<file path="config.mk">
export PLATFORM = sky130hd
export DESIGN_NAME = tc_display_formatter
export DESIGN_NICKNAME = d
export VERILOG_FILES = /design/src/rtl/tc_display_formatter.sv
export SDC_FILE = /design/constraint.sdc
export NUM_CORES = 1
export LEC_CHECK = 0
export ABC_AREA = 1
export BUFFER_PORTS_ARGS = -buffer_cell sky130_fd_sc_hd__buf_2
export CAP_MARGIN = 20
export CORE_MARGIN = 2
export CORE_UTILIZATION = 55
export CTS_CLUSTER_SIZE = 12
export DETAILED_ROUTE_END_ITERATION = 8
export HOLD_SLACK_MARGIN = 0.15
export PLACE_DENSITY = 0.87
export SYNTH_ARGS = -nofsm -noshare
export SYNTH_HDL_FRONTEND = slang
export SYNTH_SLANG_ARGS = --single-unit
export TNS_END_PERCENT = 5
</file>
<file path="constraint.sdc">
create_clock -name clk -period 1.79 [get_ports clk]
set_input_delay 0.0895 -clock clk [delete_from_list [all_inputs] [get_ports clk]]
set_output_delay 0.0895 -clock clk [all_outputs]
set_load 0.02 [all_outputs]
</file>
<file path="src/rtl/tc_display_formatter.sv">
// tc_display_formatter
//   Sequential back end of the calculator datapath. Captures a two's-complement
//   ALU result, produces its sign, a signed-magnitude copy and packed BCD
//   digits (iterative double-dabble, one bit per clock) plus leading-zero
//   blanking flags for the 7-segment driver. Start/busy/done handshake.
//
//   Ports:
//     clk       rising-edge clock
//     rst_n     asynchronous active-low reset
//     start     request conversion; sampled only in IDLE
//     tc_in     two's-complement value, captured at start
//     busy      high while shifting
//     done      one-cycle pulse when outputs are updated
//     sign      1 = negative result
//     sm_out    signed-magnitude form of tc_in
//     overflow  tc_in was the most-negative value (no SM form exists)
//     bcd       magnitude in BCD, digit 0 in bits [3:0]
//     blank     1 = leading zero to blank; bit 0 is always 0
module tc_display_formatter #(
    parameter int width  = 11,
    parameter int DIGITS = 4
) (
    input  logic                  clk,
    input  logic                  rst_n,
    input  logic                  start,
    input  logic [width-1:0]      tc_in,
    output logic                  busy,
    output logic                  done,
    output logic                  sign,
    output logic [width-1:0]      sm_out,
    output logic                  overflow,
    output logic [4*DIGITS-1:0]   bcd,
    output logic [DIGITS-1:0]     blank
);

    localparam logic [1:0] IDLE  = 2'd0;
    localparam logic [1:0] SHIFT = 2'd1;
    localparam logic [1:0] DONE  = 2'd2;

    localparam int CW = $clog2(width + 1);

    logic [1:0]          state;
    logic [width-1:0]    mag_sh;
    logic [width-1:0]    mag_orig;
    logic                sign_r;
    logic [4*DIGITS-1:0] scratch;
    logic [4*DIGITS-1:0] scratch_adj;
    logic [DIGITS-1:0]   blank_nxt;
    logic                higher_zero;
    logic [CW-1:0]       cnt;
    logic [width-1:0]    tc_neg;
    logic [width-1:0]    most_neg;

    assign tc_neg   = '0 - tc_in;
    assign most_neg = {1'b1, {(width-1){1'b0}}};
    assign busy     = (state == SHIFT);

    // Double-dabble correction: any digit >= 5 gets +3 before the shift so it
    // carries correctly into the next decade.
    always_comb begin
        scratch_adj = scratch;
        for (int unsigned d = 0; d < DIGITS; d++) begin
            if (scratch[4*d +: 4] >= 4'd5) begin
                scratch_adj[4*d +: 4] = scratch[4*d +: 4] + 4'd3;
            end
        end
    end

    // A digit is blanked only if it and every higher digit are zero; the
    // least-significant digit is always shown.
    always_comb begin
        blank_nxt   = '0;
        higher_zero = 1'b1;
        for (int unsigned i = DIGITS - 1; i >= 1; i--) begin
            higher_zero  = higher_zero & (scratch[4*i +: 4] == 4'd0);
            blank_nxt[i] = higher_zero;
        end
    end

    always_ff @(posedge clk or negedge rst_n) begin
        if (!rst_n) begin
            state    <= IDLE;
            mag_sh   <= '0;
            mag_orig <= '0;
            sign_r   <= 1'b0;
            scratch  <= '0;
            cnt      <= '0;
            done     <= 1'b0;
            sign     <= 1'b0;
            sm_out   <= '0;
            overflow <= 1'b0;
            bcd      <= '0;
            blank    <= '0;
        end else begin
            done <= 1'b0;
            case (state)
                IDLE: begin
                    if (start) begin
                        sign_r   <= tc_in[width-1];
                        mag_sh   <= tc_in[width-1] ? tc_neg : tc_in;
                        mag_orig <= tc_in[width-1] ? tc_neg : tc_in;
                        scratch  <= '0;
                        cnt      <= '0;
                        state    <= SHIFT;
                    end
                end
                SHIFT: begin
                    {scratch, mag_sh} <= {scratch_adj[4*DIGITS-2:0], mag_sh, 1'b0};
                    cnt               <= cnt + CW'(1);
                    if (cnt == CW'(width - 1)) begin
                        state <= DONE;
                    end
                end
                DONE: begin
                    bcd      <= scratch;
                    blank    <= blank_nxt;
                    sign     <= sign_r;
                    sm_out   <= {sign_r, mag_orig[width-2:0]};
                    overflow <= sign_r & (mag_orig == most_neg);
                    done     <= 1'b1;
                    state    <= IDLE;
                end
                default: state <= IDLE;
            endcase
        end
    end

endmodule
</file>
==> results of run 1 <==
## flip-flops by register name, indices dropped and copies added (netlist names)
name      cells
bcd          16
scratch      16
mag_orig     11
mag_sh       11
sm_out       10
cnt           4
blank         3
state         2
done          1
overflow      1
sign          1
sign_r        1
## power breakdown
part	switching (W)	internal, W	leakage (nW)
sequential	0.000422	0.00244	0.955
clock	0.000581	0.000666	0.0923
combinational	0.00199	0.00108	1.16
total	0.00299	0.00418	2.21
## metrics by stage
stage / setup slack, ps / util (%)
2_1_floorplan: 486 / -
3_3_place_gp: 387 / 61.6
3_5_place_dp: 311 / 61.6
4_1_cts: 229 / 65.7
5_1_grt: 44.4 / 65.7
6_report: 221 / 65.7
## metal layers
metal | vias up | share of wire [%] | wire length (um)
met3 | 18 | 4.3 | 328
met2 | 81 | 50 | 3800
met4 | 0 | 2.4 | 181
li1 | 1431 | - | -
met1 | 1435 | 43 | 3260
met5 | - | 0 | 0
## worst max-delay path, stage by stage, from the launching register on
cell and delay (ps):
dfrtp_1 370, inv_1 110, ha_1 230, inv_1 70, nor2_1 50, o21ai_0 280, inv_1 110, nand2_1 80
nand3_1 80, o21ai_0 100
## area by class of cell
type | instances | area, um^2
timing repair buffer | 61 | 375
tap | 77 | 96.3
sequential | 77 | 1930
clock buffer | 12 | 145
clock inverter | 2 | 35.0
multi-input combinational | 263 | 1420
inverter | 51 | 193
fill | 491 | 2190
## final timing paths
path | end | cells past startpoint | start
setup / recovery | scratch[2] | 9 | scratch[0]
hold / removal | mag_orig[8] | 4 | tc_in[8]
setup reg to reg | scratch[2] | 9 | scratch[0]
hold reg to reg | blank[2] | 2 | blank[2]
max in group asynchronous | sm_out[9] | 3 | rst_n
min in group asynchronous | scratch[12] | 2 | rst_n
## cells in the final DEF (no fill, tap or decap), types with 3 or more instances in the layout
| cell | n |
|---|---|
| a22oi_1 | 6 |
| ha_1 | 13 |
| o21ai_0 | 44 |
| clkbuf_8 | 10 |
| o22ai_2 | 5 |
| o21ai_2 | 5 |
| nand2_1 | 106 |
| dlygate4sd3_1 | 8 |
| inv_2 | 3 |
| buf_4 | 6 |
| o211ai_1 | 3 |
| inv_1 | 47 |
| dfrtp_1 | 77 |
| o21ai_1 | 11 |
| a21oi_1 | 9 |
| nor2_4 | 4 |
| nand3_1 | 24 |
| buf_2 | 46 |
| nand4_1 | 6 |
| nor2_1 | 13 |
## logic make-up after synthesis
group           Yosys count
compound gates           89
buf+inv                  66
fa+ha+maj                13
flops                    77
mux                       1
other cells               1
xor+xnor                  1
simple gates            158
## synthesized netlist by cell type, drive strengths merged
| master | instances |
|---|---|
| nand2 | 108 |
| dfrtp | 77 |
| o21ai | 60 |
| inv | 50 |
| nand3 | 25 |
| nor2 | 18 |
| ha | 13 |
| buf | 12 |
| a21oi | 11 |
| a22oi | 6 |
| nand4 | 6 |
| o22ai | 5 |
| clkbuf | 3 |
| o211ai | 3 |
| a21o | 1 |
| clkinv | 1 |
| conb | 1 |
| mux2i | 1 |
| nor3 | 1 |
| o2111ai | 1 |
| o21bai | 1 |
| o31ai | 1 |
| xnor2 | 1 |
==> impl_results.md, run 1 <==
* Status: finished clean
* Routed Wire Length at 7570 um
* # setup viols final at 0
* Rows at 29
* Post_cts resized at 0
* Initial antenna violation count at 0
* Fmax at 0.637 GHz
* Die Span Y at 85.4 um
* Critical path launch point type: register
* Worst hold margin at 149 ps
* 1st-iter DRT viols at 263
* Num CTS Buffers at 9
* XOR/XNOR Fraction of Synth Area at 0.241%
* Worst-path fanout max at 5
* Area contributors post-synth: dfrtp_1 (53%), nand2_1 (11%), o21ai_0 (6.0%), inv_1 (4.8%), ha_1 (4.5%)
* Worst hold path class: input port to register
* Fin crit share at 87.7%
* Insertion delay to the later sink of the worst-skew pair at 350 ps
* Initial Util at 57.0%
* Synth Register Bits at 77
* Remaining DRCs at 0
* Vias in the first global route at 2801
* Sequential share of the synthesized area at 52.9%
* M3 GR Usage at 4.86%
* Diodes inserted at 0
* Yosys cell types at 33
* Drt wl/cell at 13.9 um
* Gr usage total at 22.4%
* Via Count at 2965
* RSZ-0062 raised after global routing: false
* Mux share of post-synthesis cell area at 0.275%
* YS warnings at 0
* Crit Path Category: register to register
* IO Pins at 49
* Slew Viols, Final at 0
* GR peak layer: met2
* Share of layout cells above drive strength 1 at 19.5%
* Post-DP HPWL at 5490 um
* Maxcap violations at 0
* Chip width at 85.4 um
* Yosys top cell by area: dfrtp_1
* Largest net degree at the start of global routing at 44
* Final Wtd Congestion at 0.870
* Clk_skew at 7.36 ps
* CTS Sinks at 77
* Largest family of logic cells by synthesized area: simple AND/OR/NAND/NOR gates
* Peak supply drop at 901 uV
* Core Area at 6390 um^2
* Worst Path Required at 2040 ps
* H-tree levels at 3
* Synth Area in Adders at 4.47%
* Port bufs at 47
* First-pass GRT wire length at 12800 um
* PD cells at 1710 nW/um^2
* R2R Setup Slk at 220 ps
* Total gr overflow at 0
* Non-filler cells, final at 543
* Root Driver: clkbuf_8
* Setup bufs post-CTS at 0
* Die area at 7290 um^2
* GRT met2 Usage at 37.0%
* Mapped Nets at 433
* Simple-gate share of the synthesized area at 18.9%
* Initial DRT Pass Iterations at 5
* Final worst path period need at 1570 ps
* Area Overhead vs Synth at 15.2%
* Final #Nets at 490
* Clock slew at reported path FFs at 70 ps
* Synth Area in Compound Gates at 15.1%
* Post-DRT Antenna Nets at 0
* CTS tree: done
* Post-synth top area share at 52.9%
* Critical Path Sink Type: register
* Placed Area at 3930 um^2
* Via density at 5.46
* Design area at 4190 um^2
* Setup TNS Final at 0 ps
* Syn avg cell area at 8.97 um^2
* Cell Area, Synth at 3640 um^2
* Worst EP arrival at 1820 ps
* Met1 usage at 28.2%
* Post-synthesis cell count at 406
* LEAKAGE at 2.21 nW
* Hold Buf Count CTS at 8
* Clock Path Buffers at 2
* Cells after DPL at 521
* Final Total Pwr at 0.00718 W
* Fin. Hold Viols at 0
Note: power is estimated with default switching activity, not from simulation.
==> run 2: changes to the inputs <==
--- a/config.mk
+++ b/config.mk
@@ -8,12 +8,14 @@
 export ABC_AREA = 1
 export BUFFER_PORTS_ARGS = -buffer_cell sky130_fd_sc_hd__buf_2
 export CAP_MARGIN = 20
+export CELL_PAD_IN_SITES_DETAIL_PLACEMENT = 1
+export CELL_PAD_IN_SITES_GLOBAL_PLACEMENT = 1
 export CORE_MARGIN = 2
-export CORE_UTILIZATION = 55
+export CORE_UTILIZATION = 43
 export CTS_CLUSTER_SIZE = 12
 export DETAILED_ROUTE_END_ITERATION = 8
 export HOLD_SLACK_MARGIN = 0.15
-export PLACE_DENSITY = 0.87
+export PLACE_DENSITY = 0.88
 export SYNTH_ARGS = -nofsm -noshare
 export SYNTH_HDL_FRONTEND = slang
 export SYNTH_SLANG_ARGS = --single-unit
==> impl_results.md, run 2 (synthesis gave the netlist of run 1 again) <==
* Gr usage total at 21.7% (-0.67 points)
* Slew Viols, Final at 0 (unchanged)
* Final worst path period need at 1610 ps (+45.1 ps)
* LEAKAGE at 2.23 nW (+1.0%)
* Post-DRT Antenna Nets at 0 (unchanged)
* Via Count at 3000 (+1.2%)
* Peak supply drop at 519 uV (-42%)
* Rows at 33 (+14%)
* Via density at 5.24 (-3.9%)
* FF-to-FF Start: scratch[8]
* PD cells at 1760 nW/um^2 (+2.6%)
* Routed Wire Length at 9300 um (+23%)
* Remaining DRCs at 0 (unchanged)
* Commonest cells after routing, fill and taps aside: nand2_1 (106), dfrtp_1 (77), inv_1 (47)
* 1st-iter DRT viols at 129 (-51%)
* Total gr overflow at 0 (unchanged)
* Insertion delay to the later sink of the worst-skew pair at 350 ps (about the same)
* Crit Path Category: register to register
* Fmax at 0.620 GHz (-2.8%)
* Area Overhead vs Synth at 17.1%
* Regs by FF count: bcd: 16 flops, scratch: 16 flops
* Worst Path Required at 2050 ps (about the same)
* H-tree levels at 3 (unchanged)
* WP buf/inv at 3 (unchanged)
* Slowest-stage cell, CP: dfrtp_1
* Vias in the first global route at 3234 (+15%)
* Worst hold path class: input port to register
* Clock Path Buffers at 2 (unchanged)
* RR Endpoint: scratch[9]
* Placement Setup Slack at 202 ps (-109 ps)
* Final setup margin at 176 ps (-45.1 ps)
* # setup viols final at 0 (unchanged)
* Critical Path Sink Type: register
* Initial Util at 44.3% (-13 points)
* Setup TNS Final at 0 ps (unchanged)
* CTS tree: done
* Final #Nets at 489 (-0.20%)
* Hold path depth at 5 (+1)
* Delay-heaviest family, CP: compound AO/OA/AOI/OAI gates
* Non-filler cells, final at 572 (+5.3%)
* Clock slew at reported path FFs at 80 ps (about the same)
* Worst-path fanout max at 6 (+1)
* Fin. Hold Viols at 0 (unchanged)
* Post-DP HPWL at 6700 um (+22%)
* Clk_skew at 8.32 ps (+0.960 ps)
* Worst setup path endpoint: scratch[9]
* Chip width at 96.0 um (+12%)
* Worst path depth at 9 (unchanged)
* Worst hold margin at 176 ps (+26.9 ps)
* Diodes inserted at 0 (unchanged)
* CP Cell Sequence: inv_1 > ha_1 > inv_1 > nor2_1 > o21ai_0 > inv_1 > nand2_1 > nand3_1 > o21ai_0
* Maxcap violations at 0 (unchanged)
* Critical path launch point type: register
* Initial DRT Pass Iterations at 4 (-1)
* Most used cell, CP: inv_1
* Die Span Y at 96.0 um (+12%)
* CTS Sinks at 77 (unchanged)
* Root Driver: clkbuf_8
* Cells after DPL at 548 (+5.2%)
* Most common cell after layout, fill and taps aside: nand2_1
* Worst EP arrival at 1870 ps (+50 ps)
* Initial antenna violation count at 0 (unchanged)
* Largest net degree at the start of global routing at 55 (+25%)
* Die area at 9220 um^2 (+27%)
* Port bufs at 47 (unchanged)
* Share of layout cells above drive strength 1 at 20.1% (+0.60 points)
* RSZ-0062 raised after global routing: false
* First-pass GRT wire length at 15300 um (+20%)
* Fin crit share at 90.2% (+2.5 points)
* R2R cell count at 9 (unchanged)
* R2R Setup Slk at 180 ps (-50 ps)
* Drt wl/cell at 16.3 um (+17%)
* Num CTS Buffers at 9 (unchanged)
* Largest stage delay, worst path at 370 ps (about the same)
* IO Pins at 49 (unchanged)
* CP startpoint: scratch[8]
* Final Wtd Congestion at 0.837 (-3.9%)
* Core Area at 8220 um^2 (+29%)
* HP Start: tc_in[8]
* Status: finished clean
run 2: cell count changes in the layout (fill, tap and decap cells not counted):
cell,before,now
buf_4,6,4
clkinv_2,2,4
buf_12,1,2
clkbuf_8,10,12
clkbuf_1,2,0
run 2: worst min-delay path by stage:
stage | endpoint | slack [ps]
floorplan | bcd[0] | -210
CTS | mag_orig[8] | 180
global route | mag_orig[8] | 200
finish | mag_orig[8] | 180
detailed placement | bcd[9] | 60
global placement | bcd[9] | 60
run 2: tightest hold or removal path, delay by kind of cell:
family	cells	cell delay, ps
buffers and inverters	2	180
and+or+nand+nor	3	220
run 2: power breakdown:
group / internal (W) / switching (W) / leakage, nW
combinational: 0.00109 / 0.00215 / 1.16
clock: 0.000752 / 0.000624 / 0.112
sequential: 0.00244 / 0.000430 / 0.955
run 2: through the flow:
stage | area, um^2 | total power, W | utilization (%)
after floorplan | 3640 | 0.00507 | -
after global placement | 3970 | 0.00574 | 48.3
after detailed placement | 3970 | 0.00608 | 48.3
after CTS | 4260 | 0.00754 | 51.9
after global routing | 4260 | 0.00806 | 51.9
final | 4260 | 0.00749 | 51.9
run 2: repair_timing:
action / in CTS / in global routing
hold endpoints to repair: 89 / 0
hold buffers: 8 / 0
setup buffers: 0 / 0
gates resized for setup: 0 / 0
run 2: final cells by class:
type,instances,area (um^2)
Inverter,51,193
Clock inverter,4,45.0
Fill cell,986,3950
Sequential cell,77,1930
Tap cell,105,131
Multi-Input combinational cell,263,1420
Timing Repair Buffer,60,380
Clock buffer,12,165
run 2: layer usage:
metal	global-route usage (%)	part of all wire (%)	vias to the layer above
li1	-	-	1433
met1	25.1	43	1503
met2	39.3	52	46
met3	3.21	1.9	18
met4	9.88	2.2	0
met5	0	0	-
